**config.mk**
```make
export PLATFORM = sky130hd
export DESIGN_NAME = mem_stage
export DESIGN_NICKNAME = d
export VERILOG_FILES = /design/src/rtl/mem_stage.sv
export SDC_FILE = /design/constraint.sdc
export NUM_CORES = 1
export LEC_CHECK = 0
export CAP_MARGIN = 10
export CORE_UTILIZATION = 40
export CTS_CLUSTER_DIAMETER = 80
export CTS_CLUSTER_SIZE = 12
export DETAILED_ROUTE_END_ITERATION = 10
export GPL_ROUTABILITY_DRIVEN = 0
export PLACE_DENSITY = 0.8
export SLEW_MARGIN = 10
export SYNTH_ARGS = -nofsm -noshare
export SYNTH_HDL_FRONTEND = slang
export SYNTH_SLANG_ARGS = --single-unit
```
**constraint.sdc**
```tcl
create_clock -name clk -period 2.2 [get_ports clk]
set_input_delay 0.33 -clock clk [delete_from_list [all_inputs] [get_ports clk]]
set_output_delay 0.33 -clock clk [all_outputs]
set_load 0.1 [all_outputs]
```
**src/rtl/mem_stage.sv**
```systemverilog
// rtl/mem_stage.sv - RV32 memory-access stage: byte/half/word load/store over a req/ack data-RAM port
// Optional feature macro: MEM_MISALIGN_TRAP_EN (trap misaligned half/word accesses instead of truncating)
module mem_stage (
   input  logic        clk,
   input  logic        arst_n,
   input  logic [31:0] inst_i,
   input  logic        reg_w_ena_i,
   input  logic [4:0]  reg_w_addr_i,
   input  logic [31:0] reg_w_data_i,
   input  logic        ram_r_ena_i,
   input  logic [31:0] ram_r_addr_i,
   input  logic        ram_w_ena_i,
   input  logic [31:0] ram_w_addr_i,
   input  logic [31:0] ram_w_data_i,
   output logic        dram_req_o,
   output logic        dram_we_o,
   output logic [31:0] dram_addr_o,
   output logic [31:0] dram_wdata_o,
   output logic [3:0]  dram_wstrb_o,
   input  logic [31:0] dram_rdata_i,
   input  logic        dram_ack_i,
   output logic        stall_o,
   output logic        reg_w_ena_o,
   output logic [4:0]  reg_w_addr_o,
   output logic [31:0] reg_w_data_o
`ifdef MEM_MISALIGN_TRAP_EN
   ,
   output logic        misalign_o
`endif
);

   typedef enum logic {IDLE, BUSY} state_t;

   state_t      state, state_nxt;
   logic        mem_op, start;
   logic [2:0]  f3;
   logic [31:0] req_addr;
   logic [31:0] st_wdata;
   logic [3:0]  st_wstrb;
   logic        lat_we, lat_rd_ena;
   logic [4:0]  lat_rd_addr;
   logic [31:0] lat_addr, lat_wdata;
   logic [3:0]  lat_wstrb;
   logic [2:0]  lat_f3;
   logic [1:0]  lat_off;
   logic [7:0]  ld_byte;
   logic [15:0] ld_half;
   logic [31:0] ld_data;
   logic        unused_inst_bits;

   assign f3       = inst_i[14:12];
   assign mem_op   = ram_r_ena_i | ram_w_ena_i;
   // A simultaneous load and store resolves to the load.
   assign req_addr = ram_r_ena_i ? ram_r_addr_i : ram_w_addr_i;
   assign unused_inst_bits = ^{inst_i[31:15], inst_i[11:0]};

`ifdef MEM_MISALIGN_TRAP_EN
   logic misaligned;
   // Classify the access width and flag addresses that are not naturally aligned.
   always_comb begin
      misaligned = 1'b0;
      if (ram_r_ena_i) begin
         if (f3[1:0] == 2'b01)  misaligned = req_addr[0];
         else if (f3[1])        misaligned = (req_addr[1:0] != 2'b00);
      end else begin
         if (f3 == 3'b001)      misaligned = req_addr[0];
         else if (f3 != 3'b000) misaligned = (req_addr[1:0] != 2'b00);
      end
   end
   assign start = mem_op & ~misaligned;
`else
   assign start = mem_op;
`endif

   // Replicate store data across lanes and build the byte strobes.
   always_comb begin
      st_wdata = ram_w_data_i;
      st_wstrb = 4'b1111;
      case (f3)
         3'b000: begin
            st_wdata = {4{ram_w_data_i[7:0]}};
            st_wstrb = 4'b0001 << req_addr[1:0];
         end
         3'b001: begin
            st_wdata = {2{ram_w_data_i[15:0]}};
            st_wstrb = req_addr[1] ? 4'b1100 : 4'b0011;
         end
         default: ;
      endcase
   end

   // Capture the request fields when an access is launched from IDLE.
   always_ff @(posedge clk or negedge arst_n) begin
      if (!arst_n) begin
         lat_we      <= 1'b0;
         lat_addr    <= 32'h0;
         lat_wdata   <= 32'h0;
         lat_wstrb   <= 4'h0;
         lat_f3      <= 3'h0;
         lat_off     <= 2'h0;
         lat_rd_ena  <= 1'b0;
         lat_rd_addr <= 5'h0;
      end else if (state == IDLE && start) begin
         lat_we      <= ~ram_r_ena_i;
         lat_addr    <= {req_addr[31:2], 2'b00};
         lat_wdata   <= ram_r_ena_i ? 32'h0 : st_wdata;
         lat_wstrb   <= ram_r_ena_i ? 4'h0  : st_wstrb;
         lat_f3      <= f3;
         lat_off     <= req_addr[1:0];
         lat_rd_ena  <= reg_w_ena_i;
         lat_rd_addr <= reg_w_addr_i;
      end
   end

   // FSM state register.
   always_ff @(posedge clk or negedge arst_n) begin
      if (!arst_n) state <= IDLE;
      else         state <= state_nxt;
   end

   // Next state, RAM port drive and stall.
   always_comb begin
      state_nxt    = state;
      dram_req_o   = 1'b0;
      dram_we_o    = 1'b0;
      dram_addr_o  = 32'h0;
      dram_wdata_o = 32'h0;
      dram_wstrb_o = 4'h0;
      stall_o      = 1'b0;
      case (state)
         IDLE: begin
            if (start) begin
               state_nxt = BUSY;
               stall_o   = 1'b1;
            end
         end
         BUSY: begin
            dram_req_o   = 1'b1;
            dram_we_o    = lat_we;
            dram_addr_o  = lat_addr;
            dram_wdata_o = lat_wdata;
            dram_wstrb_o = lat_wstrb;
            if (dram_ack_i) state_nxt = IDLE;
            else            stall_o   = 1'b1;
         end
         default: state_nxt = IDLE;
      endcase
   end

   // Select the addressed lane of the returned word and extend it.
   always_comb begin
      case (lat_off)
         2'd0:    ld_byte = dram_rdata_i[7:0];
         2'd1:    ld_byte = dram_rdata_i[15:8];
         2'd2:    ld_byte = dram_rdata_i[23:16];
         default: ld_byte = dram_rdata_i[31:24];
      endcase
      ld_half = lat_off[1] ? dram_rdata_i[31:16] : dram_rdata_i[15:0];
      case (lat_f3)
         3'b000:  ld_data = {{24{ld_byte[7]}}, ld_byte};
         3'b100:  ld_data = {24'h0, ld_byte};
         3'b001:  ld_data = {{16{ld_half[15]}}, ld_half};
         3'b101:  ld_data = {16'h0, ld_half};
         default: ld_data = dram_rdata_i;
      endcase
   end

   // Write-back register towards the wb stage.
   always_ff @(posedge clk or negedge arst_n) begin
      if (!arst_n) begin
         reg_w_ena_o  <= 1'b0;
         reg_w_addr_o <= 5'h0;
         reg_w_data_o <= 32'h0;
`ifdef MEM_MISALIGN_TRAP_EN
         misalign_o   <= 1'b0;
`endif
      end else begin
`ifdef MEM_MISALIGN_TRAP_EN
         misalign_o <= 1'b0;
`endif
         if (state == IDLE) begin
            if (!mem_op) begin
               reg_w_ena_o  <= reg_w_ena_i;
               reg_w_addr_o <= reg_w_addr_i;
               reg_w_data_o <= reg_w_data_i;
            end else begin
               reg_w_ena_o <= 1'b0;
`ifdef MEM_MISALIGN_TRAP_EN
               if (misaligned) misalign_o <= 1'b1;
`endif
            end
         end else if (dram_ack_i) begin
            if (!lat_we) begin
               reg_w_ena_o  <= lat_rd_ena;
               reg_w_addr_o <= lat_rd_addr;
               reg_w_data_o <= ld_data;
            end else begin
               reg_w_ena_o <= 1'b0;
            end
         end
      end
   end

endmodule
```
# After elaboration in Yosys (flattened, before gate mapping)
# Index checks and enable logic that the tools add are counted.
# W data, S select, Z words.
dict set report classes {
  shift 1
  muxes 29
  n_bitwise 3
  n_eq_ne 9
  reduce_logical 5
}
# op n
set ops {}
lappend ops {{$mux W32} 8}
lappend ops {{$pmux W32 S4} 1}
lappend ops {{$pmux W32 S2} 1}
lappend ops {{$pmux W8 S3} 1}
lappend ops {{$mux W5} 4}
lappend ops {{$mux W16} 1}
lappend ops {{$mux W4} 3}
lappend ops {{$mux W1} 8}
lappend ops {{$pmux W4 S2} 1}
lappend ops {{$eq A3 B1 Y1 const B} 2}
lappend ops {{$eq A3 B3 Y1 const B} 2}
lappend ops {{$logic_not A3 Y1} 2}
lappend ops {{$ne A2 B2 Y1 const B} 3}
lappend ops {{$shl A1 B2 Y4 const A} 1}
lappend ops {{$reduce_and A3 Y1} 1}
lappend ops {{$eq A2 B1 Y1 const B} 1}
lappend ops {{$eq A2 B2 Y1 const B} 1}
lappend ops {{$logic_not A2 Y1} 1}
lappend ops {{$not A1 Y1} 2}
lappend ops {{$pmux W1 S2} 1}
lappend ops {{$logic_and A1 B1 Y1} 1}
lappend ops {{$or A1 B1 Y1} 1}
dict set report totals {
  elab_cells 59
  regBits 117
  inputBits 203
  out_inout_bits 109
}

# Logic depth before layout (Yosys ltp)
dict set report logic_depth {
  depth_word 6
  depth_mapped 7
}

# Worst setup path after synthesis
# Ideal clock, no wire load.
dict set report synth_timing {
  kind {reg2out}
  from {register state}
  to {output port stall_o}
  path_buffers 1
  t_arrival_ps 2838
  path_slack_ps -968
  stages_incl_launch_ff 4
  required_ps 1870
  cell_sequence {dfrtp_1 buf_2 nor3_1 a21oi_1}
}
dict set report synth_between {
  elab_chain_cells 2
}
# element line_no
set synth_lines {}
lappend synth_lines {{start: declaration} 34} ;# state_t state, state_nxt;
lappend synth_lines {{start signal: assignment} 118} ;# else state <= state_nxt;
lappend synth_lines {{$not A1 Y1} --}
lappend synth_lines {{$pmux W1 S2 *} 130} ;# case (state)
lappend synth_lines {{end: declaration} 22} ;# output logic stall_o,
# Every way passes the cells marked *; elsewhere a longest branch is shown, timed or not.

# Final worst setup path
dict set report layout_timing {
  from {register state}
  to {output port dram_addr_o[10]}
}
dict set report layout_between {
  elab_chain_cells 1
}
# element line_no
set layout_lines {}
lappend layout_lines {{$mux W32} 130}
lappend layout_lines {{end: declaration} 17} ;# output logic [31:0] dram_addr_o,
# Every way passes these cells.

==> flow_metrics.tcl <==
set metrics [dict create \
    grt-ovfl-total 0 \
    syn_to_final_growth_pct 69.96 \
    grt_pass1_vias 5939 \
    drtPass1Iterations 6 \
    yosysTopAreaCell "dfrtp_1" \
    gr-max-usage-layer "met2" \
    ir_worst_vdd_uv 675.2 \
    post-place-ws_ns 0.1378 \
    ctsResizeCount 0 \
    worstPathRequired_ns 1.87 \
    critical-path-top-delay-family "buffers and inverters" \
    fmax_mhz 493.7 \
    p_per_area_mw_per_mm2 1184 \
    cts_tree "yes" \
    final_cell_area_sq_mm 0.01061 \
    fin_nets 1117 \
    h-tree-depth 4 \
    drtAntennaViolNets 0 \
    cp_slowest_cell "dfrtp_4" \
    crit_path_start_kind "flop" \
    clock_path_buffers 2 \
    path_max_fanout 42 \
    gr-usage-met1 0.2878 \
    netlist_area_sq_mm 0.006240 \
    tightest_slew_ns 0.7481 \
    max-cap-violations 0 \
    rsz0062_at_grt "false" \
    end_kind "primary output" \
    path_buf_inv 2 \
    setup_viol 0 \
    min_period_over_period 0.9208 \
    fin_skew_ns 0.007219 \
    holdWs_ns 0.4311 \
    root_buffer "clkbuf_16" \
    die_w_um 126.9 \
    antenna_found_initial 0 \
    finalWorstSetupSlack_ns 0.1743 \
    cts_buffers 17 \
    diodes 0 \
    fillers 1137 \
    drc 0 \
    die_y_um 126.9 \
    clock_sink_count 117 \
    placed_area_sq_mm 0.01002 \
    netlist.area_leader.share 0.4692 \
    avgSynthCellArea_sq_um 9.765 \
    arrival_ns 1.70 \
    start_util 0.4105 \
    portBuffers 280 \
    grt_pass1_wl_um 31170 \
    syn_inst 639 \
    ys_ff_latch 117 \
    status "complete, no violations" \
    rows 45 \
    wire_per_inst_um 17.52 \
    relSlewSlack 0.5013 \
    grt_usage 0.2512 \
    synth-warning-count 0 \
    met3_usage 0.08309 \
    synth.distinct_cells 38 \
    ys_seq_area_frac 0.4692 \
    vias 5860 \
    dp.cells 1082 \
    post_cts_buffers 0 \
    routed_wl_um 19540 \
    die_area_sq_mm 0.01610 \
    reg2reg_depth 4 \
    grt_start_max_net_pins 62 \
    drive_gt1_frac 0.3085 \
    gr-usage-met2 0.4318 \
    drv_slew 0 \
    finalSetupTns_ns 0 \
    cts_hold_buffers 1 \
    hold_viol 0 \
    hold_path.class "primary input to async pin" \
    power.leakage_nw 4.668 \
    viasPerCell 5.256 \
    max_stage_delay_ns 0.44 \
    clkSlewWorstSetupHoldPaths_ns 0.06 \
    num_io_pins 312 \
    dr.first_iter.drc_count 312 \
    path_cells "buf_4 > and2_2 > buf_12" \
    place_hpwl_um 14240 \
    period_minus_slack_ns 2.026 \
    worstSetupPathType "flop to primary output" \
    clk_latency_ns 0.41 \
    coreArea_sq_mm 0.01520 \
    cp.depth 3 \
    finalNonFillerCells 1115 \
    synth_area_leaders "dfrtp_1, mux2i_1, and2_1" \
]
report_power, final:
group	total, mW	internal [mW]	switching, mW
logic	6.86	2.13	4.73
registers	3.05	2.71	0.339
clock network	2.65	1.64	1.01
layout by cell type, fill, tap and decap left out, drive strengths merged, types with 7 or more instances in the layout:
| master | Yosys | routed |
|---|---|---|
| clkdlybuf4s50 | 0 | 171 |
| buf | 15 | 135 |
| dfrtp | 117 | 117 |
| and2 | 67 | 67 |
| nand2 | 66 | 66 |
| mux2i | 62 | 62 |
| o21ai | 55 | 55 |
| nor2 | 35 | 35 |
| a22o | 28 | 28 |
| a21oi | 23 | 23 |
| clkbuf | 37 | 21 |
| nor3 | 19 | 19 |
| or2 | 18 | 18 |
| a211oi | 18 | 18 |
| mux2 | 17 | 17 |
| o22ai | 13 | 13 |
| nand2b | 10 | 10 |
| nor2b | 9 | 9 |
| a22oi | 7 | 7 |
| a221oi | 7 | 7 |
worst paths after layout:
kind | start | endpoint | slack [ns]
setup / recovery | state | dram_addr_o[10] | 0.17
hold / removal | arst_n | reg_w_data_o[31] | 0.43
setup reg to reg | lat_off[1] | reg_w_data_o[31] | 0.49
hold reg to reg | lat_addr[30] | lat_addr[30] | 0.47
max in group asynchronous | arst_n | lat_addr[6] | 1.06
min in group clk | ram_r_ena_i | state | 0.44
per-layer routing:
metal  wire [um]  vias up  part of all wire
met3        1753       35             0.090
met1        7638     2779              0.39
li1            -     2792                 -
met4         532        0             0.027
met5           0        -                 0
met2        9612      254              0.49
cell usage after synthesis:
library cell / count
nor4_1: 1
nor2_1: 34
nor2_2: 1
buf_6: 2
buf_4: 3
clkbuf_1: 37
nor4_4: 1
a22o_1: 28
o21bai_1: 1
a31o_2: 1
buf_1: 4
nand2b_1: 10
a211oi_1: 8
nand3b_1: 1
and3_1: 1
clkinv_1: 1
a221oi_1: 7
nor2b_1: 9
nor3b_1: 1
a22oi_1: 7
o41ai_1: 1
or2_2: 18
o21ai_0: 55
o22ai_1: 13
nand2_1: 66
mux2i_1: 62
a2bb2oi_1: 1
o31a_4: 1
conb_1: 1
a211oi_2: 10
a21oi_1: 23
and3b_1: 1
nor3_1: 19
inv_1: 3
dfrtp_1: 117
buf_2: 6
mux2_2: 17
and2_1: 67
state kept, by name, summed over array words and instances (netlist names):
signal        cells
lat_addr         30
lat_f3            3
lat_off           2
lat_rd_addr       5
lat_rd_ena        1
lat_wdata        32
lat_we            1
lat_wstrb         4
reg_w_addr_o      5
reg_w_data_o     32
reg_w_ena_o       1
state             1
cells by family (layout without fill, tap and decap cells):
kind of cell           Yosys count  after routing  synth area share
AND/OR/NAND/NOR                230            230            0.1899
AO/OA/AOI/OAI                  156            156            0.1710
flip-flops                     117            117            0.4692
multiplexers                    79             79            0.1301
buffers and inverters           56            343           0.03910
other                            1              2         0.0006010
metrics by stage:
step           total power, mW  utilization
6_report                 12.56       0.6976
5_1_grt                  13.05       0.6976
4_1_cts                  12.66       0.6976
3_5_place_dp             9.962       0.6593
3_3_place_gp             9.876       0.6593
2_1_floorplan            7.745            -
final cells by class:
cell class	instances	area (sq um)	area share
Timing Repair Buffer	307	3671	0.3462
Sequential cell	117	2932	0.2764
Inverter	4	15.01	0.001416
Clock inverter	11	101.3	0.009556
Tap cell	188	235.2	0.02218
Clock buffer	21	470.5	0.04436
Multi-Input combinational cell	467	3181	0.2999
No activity file was read; power rests on OpenSTA's default activity.
